File: src/rtl/sim_step_ctrl.sv
// sim_step_ctrl: runs deposit -> solve -> push phase triplets for a requested timestep count,
// with abort-after-current-step, per-phase timeout and UI memory lock while busy.
module sim_step_ctrl #(
    parameter int TIMEOUT_CYCLES = 1_000_000
) (
    input  logic        clk,
    input  logic        rst,
    input  logic        ui_go_wr,
    input  logic [31:0] ui_go_wdata,
    output logic        dep_start,
    output logic        slv_start,
    output logic        push_start,
    input  logic        dep_done,
    input  logic        slv_done,
    input  logic        push_done,
    output logic        busy,
    output logic        ui_mem_lock,
    output logic [31:0] steps_left,
    output logic [31:0] steps_done,
    output logic        run_done,
    output logic        timeout_err
);
    typedef enum logic [2:0] {IDLE, DEP, DEP_W, SLV, SLV_W, PUSH, PUSH_W, FIN} state_t;
    localparam logic [31:0] TMAX = 32'(TIMEOUT_CYCLES - 1);
    state_t      state, state_nx;
    logic        abort_pending;
    logic [31:0] timer;
    logic        accept, abort_req, waiting, phase_done, expired, step_fire;
    logic [31:0] left_dec;
    assign accept     = state == IDLE && ui_go_wr && ui_go_wdata != '0;
    assign abort_req  = state != IDLE && ui_go_wr && ui_go_wdata == '0;
    assign waiting    = state inside {DEP_W, SLV_W, PUSH_W};
    assign phase_done = (state == DEP_W && dep_done) || (state == SLV_W && slv_done) ||
                        (state == PUSH_W && push_done);
    assign expired    = waiting && !phase_done && timer >= TMAX;
    assign step_fire  = state == PUSH_W && push_done;
    assign left_dec   = steps_left - 32'(steps_left != '0);
    always_ff @(posedge clk) begin
        if (rst) begin
            state         <= IDLE;
            timer         <= '0;
            steps_left    <= '0;
            steps_done    <= '0;
            timeout_err   <= 1'b0;
            abort_pending <= 1'b0;
        end else begin
            state <= state_nx;
            timer <= waiting ? timer + 32'd1 : '0;
            if (accept) begin
                steps_left    <= ui_go_wdata;
                steps_done    <= '0;
                timeout_err   <= 1'b0;
                abort_pending <= 1'b0;
            end else begin
                if (abort_req) abort_pending <= 1'b1;
                if (state == FIN) abort_pending <= 1'b0;
                if (expired) timeout_err <= 1'b1;
                if (step_fire) begin
                    steps_left <= left_dec;
                    steps_done <= steps_done + 32'(steps_done != '1);
                end
            end
        end
    end
    // an abort arriving together with push_done still ends the run after this step
    always_comb begin
        state_nx = state;
        case (state)
            IDLE:    state_nx = accept ? DEP : IDLE;
            DEP:     state_nx = DEP_W;
            DEP_W:   state_nx = dep_done ? SLV : expired ? FIN : DEP_W;
            SLV:     state_nx = SLV_W;
            SLV_W:   state_nx = slv_done ? PUSH : expired ? FIN : SLV_W;
            PUSH:    state_nx = PUSH_W;
            PUSH_W:  state_nx = push_done ? ((left_dec != '0 && !abort_pending && !abort_req) ? DEP : FIN)
                                          : expired ? FIN : PUSH_W;
            FIN:     state_nx = IDLE;
            default: state_nx = IDLE;
        endcase
    end
    always_comb begin
        dep_start   = state == DEP;
        slv_start   = state == SLV;
        push_start  = state == PUSH;
        run_done    = state == FIN;
        busy        = state != IDLE;
        ui_mem_lock = state != IDLE;
    end
endmodule

File: config.mk
export PLATFORM = sky130hd
export DESIGN_NAME = sim_step_ctrl
export DESIGN_NICKNAME = d
export VERILOG_FILES = /design/src/rtl/sim_step_ctrl.sv
export SDC_FILE = /design/constraint.sdc
export NUM_CORES = 1
export LEC_CHECK = 0
export ABC_CLOCK_PERIOD_IN_PS = 7300
export CAP_MARGIN = 20
export CORE_MARGIN = 5
export CORE_UTILIZATION = 40
export CTS_CLUSTER_SIZE = 8
export DETAILED_ROUTE_END_ITERATION = 10
export GPL_ROUTABILITY_DRIVEN = 0
export GPL_TIMING_DRIVEN = 0
export PLACE_DENSITY_LB_ADDON = 0.12
export SLEW_MARGIN = 10
export SYNTH_ARGS = -nofsm -noshare
export SYNTH_HDL_FRONTEND = slang
export SYNTH_SLANG_ARGS = --single-unit
File: constraint.sdc
create_clock -name clk -period 7.3 [get_ports clk]
set_input_delay 0.73 -clock clk [delete_from_list [all_inputs] [get_ports clk]]
set_output_delay 0.73 -clock clk [all_outputs]
set_load 0.1 [all_outputs]
==> metrics.log <==
INFO  metric outcome = finished clean
INFO  metric design_power_total = about 1300 uW
INFO  metric synthArstFlopShare = 0
INFO  metric route.antenna.remaining_nets = 0
INFO  metric grt_pass1_wl = 27600 um
INFO  metric synth_warnings = 0
INFO  metric fp.dieW = 126 um
INFO  metric combinational_share_of_power = 0.212
INFO  metric std_cell_rows = 42
INFO  metric grt_overflow = 0
INFO  metric path_clk_slew = about 0.070 ns
INFO  metric portBuffers = approximately 110
INFO  metric timing.critical_path.required = about 7.6 ns
INFO  metric worstReg2RegStart = steps_left[8]
INFO  metric synthMostInstantiatedCell = sky130_fd_sc_hd__nor2_1
INFO  metric antenna_cells = 0
INFO  metric synth.cell_area = 5340 um2
INFO  metric power.switching = 433 uW
INFO  metric rsz_0062_raised_after_global_routing = no
INFO  metric ios = 109
INFO  metric leakagePower = roughly 0.0022 uW
INFO  metric synthesis.instances = 687
INFO  metric route.vias.total = 5607
INFO  metric timing.critical_path.from_type = flop
INFO  metric grt_use_total = 0.214
INFO  metric grt_max_degree = 16
INFO  metric critical_path.reg2reg.endpoint = state[2]
INFO  metric setup.worst_path.class = reg2reg
INFO  metric cp-startpoint = steps_left[8]
INFO  metric number_of_sinks_driven_by_the_clock_tree = 101
INFO  metric timing.max_cap.violations = 0
INFO  metric clockPowerShare = 0.352
INFO  metric die_area = about 16000 um2
INFO  metric cp.arrival = 4.38 ns
INFO  metric post-synth-top-area-fraction = 0.378
INFO  metric ctsRootBufferMaster = sky130_fd_sc_hd__clkbuf_16
INFO  metric worst_ir_drop_vdd = around 0.00014 V
INFO  metric worstHoldPathType = reg2reg
INFO  metric insertion_delay = 0.36 ns
INFO  metric max_clock_freq = 245 MHz
INFO  metric post-route-min-period = about 4.1 ns
INFO  metric cp_capture_type = flop
INFO  metric detail_route.drc_violations = 0
INFO  metric synth_seq_cells = about 100
INFO  metric worst_pin_slew = 1.05 ns
INFO  metric post-cts-setup-buffer-count = 0
INFO  metric post_route_cells_drive_above_1_share = 0.0407
INFO  metric finalCritPeriodShare = 0.560
INFO  metric synth-seq-area-share = 0.378
INFO  metric report.final.setup_viol = 0
INFO  metric min_delay_path_depth = 1
INFO  metric netlist_top_cells_count = sky130_fd_sc_hd__nor2_1, sky130_fd_sc_hd__dfxtp_1, sky130_fd_sc_hd__a21oi_1
INFO  metric cts_htree_levels = 3
INFO  metric cts_resized = 0
INFO  metric synth_top_cells_by_area = sky130_fd_sc_hd__dfxtp_1, sky130_fd_sc_hd__nor2_1, sky130_fd_sc_hd__xor2_1
INFO  metric first_global_vias = 5406
INFO  metric chipHeight = 126 um
INFO  metric cp_top_family = simple AND/OR/NAND/NOR gates
INFO  metric core-area = 13200 um2
INFO  metric timing.critical_path.fanout_max = 9
INFO  metric critical_path_s_largest_stage_delay = approximately 0.59 ns
INFO  metric area_growth_syn_to_layout = 29.5%
INFO  metric synth_cell_types = 57
INFO  metric cts_inserted_buffers = 9
INFO  metric starting_utilization_of_the_core_area = 0.405
INFO  metric layout.nets = 849
INFO  metric worst-r2r-cell-count = 14
INFO  metric ys_dominant_reg_cell = sky130_fd_sc_hd__dfxtp_1
INFO  metric totalNegativeSetupSlack = 0 ns
INFO  metric setup_clock_skew_after_layout = roughly 0.01 ns
INFO  metric synth-edff-count = 0
INFO  metric detail_route.wirelength = ~17000 um
INFO  metric cell_by_cell_listing_of_the_critical_path = or4_4 > or4_4 > buf_6 > nor2_8 > nand4_1 > ha_1 > ha_1 > or4b_2 > clkbuf_1 > xnor2_1 > o31a_1 > nor3_1 > nand4_1 > o21ai_1
INFO  metric post_drt_via_cell_ratio = 5.68
INFO  metric timing.reg2reg.setup_slack = 3.22 ns
INFO  metric wl_per_cell = 17.4 um
INFO  metric post-synth-top-area-cell = sky130_fd_sc_hd__dfxtp_1
INFO  metric power.internal = between 800 and 900 uW
INFO  metric detail_route.iter0.violations = about 450
INFO  metric hold_path_start = timer[0]
INFO  metric synth.net_count = between 700 and 800
INFO  metric dr.pass1.iters = 5
INFO  metric tritoncts = built
INFO  metric critPathSlowestCell = sky130_fd_sc_hd__or4_4
INFO  metric post_detailed_placement_half_perimeter_wirelength = 12900 um
INFO  metric cts_max_path_buffers = 2
INFO  metric worst-path-buf-inv = 2
INFO  metric cts_hold_buffers = 0
INFO  metric multi_input_gate_area_in_the_final_layout = just over 3000 um2
INFO  metric slew-limit-headroom = 0.295
INFO  metric initial_antenna_violation_count = 0
INFO  metric sw_frac_of_total = 0.325
INFO  metric final.fill_count = approximately 1300
INFO  metric seqPwrFrac = 0.436
INFO  metric pwr_density_cell = 192 nW/um2
INFO  metric path_depth = 14
INFO  metric postSynthAreaPerCell = 7.78 um2
INFO  metric number_of_failing_hold_endpoints_at_the_final_stage = 0
INFO  metric finalMaxSlewViolations = 0
INFO  metric min_to = timer[0]
INFO  metric seq_area = 2020 um2
## cells by family after synthesis
logic type | synth area share
simple gates | 0.323
compound gates | 0.148
flops | 0.378
xor+xnor | 0.0951
buf+inv | 0.0417
fa+ha+maj | 0.0117
mux | 0.00211
## sequential cells by signal (all words and copies together), names as in the netlist
signal / cells
steps_done: 32
timeout_err: 1
abort_pending: 1
steps_left: 32
timer: 32
state: 3
## through the flow
step | instance area [um2] | std cells | util | setup WS [ns] | hold slack [ns]
6_report | 6920 | 987 | 0.524 | 3.22 | 0.486
4_1_cts | 6920 | 987 | 0.524 | 3.33 | 0.486
3_5_place_dp | 6640 | 971 | 0.503 | 3.36 | 0.469
2_1_floorplan | 5340 | 687 | - | 3.37 | 0.442
3_3_place_gp | 6630 | 970 | 0.503 | 3.04 | 0.459
5_1_grt | 6920 | 987 | 0.524 | 3.14 | 0.520
## metal layers
layer  vias to the layer above  share of wire  global-route usage
li1                       2709              -                   -
met1                      2656           0.44               0.276
met2                       207           0.46               0.346
met3                        35          0.074              0.0580
met4                         0          0.024              0.0733
met5                         -              0                   0
## area by class of cell
class,count,share of cell area
Clock inverter,3,0.00271
Timing Repair Buffer,108,0.156
Tap cell,176,0.0318
Inverter,21,0.0114
Buffer,34,0.0208
Sequential cell,101,0.292
Multi-Input combinational cell,531,0.448
Clock buffer,13,0.0376
## cells in the final DEF, fill, tap and decap left out, drive strengths merged, types with 6 or more instances in the layout
cell type / Yosys / final
o311ai: 8 / 8
nor2: 108 / 108
clkdlybuf4s50: 0 / 107
clkbuf: 28 / 41
inv: 21 / 22
or4: 6 / 6
nand3: 38 / 38
o211ai: 6 / 6
xor2: 31 / 31
nor3: 29 / 29
dfxtp: 101 / 101
buf: 6 / 7
and3: 12 / 12
xnor2: 27 / 27
a21oi: 53 / 53
nand2: 51 / 51
nand4: 25 / 25
nor4: 22 / 22
a31oi: 16 / 16
or3: 15 / 15
o21ai: 27 / 27
## power by group through the flow
stage,Combinational [uW],Clock [uW],Sequential (uW)
after floorplan,117,0,664
after global placement,275,0,591
after detailed placement,278,0,591
after CTS,279,480,579
after global routing,296,502,581
final,282,468,580
## worst max-delay path by stage
stage,slack [ns],end
after floorplan,3.37,state[1]
after global placement,3.04,state[1]
after detailed placement,3.36,state[2]
after CTS,3.33,state[2]
after global routing,3.14,state[2]
final,3.22,state[2]
Power figures use the tool's default switching activity.
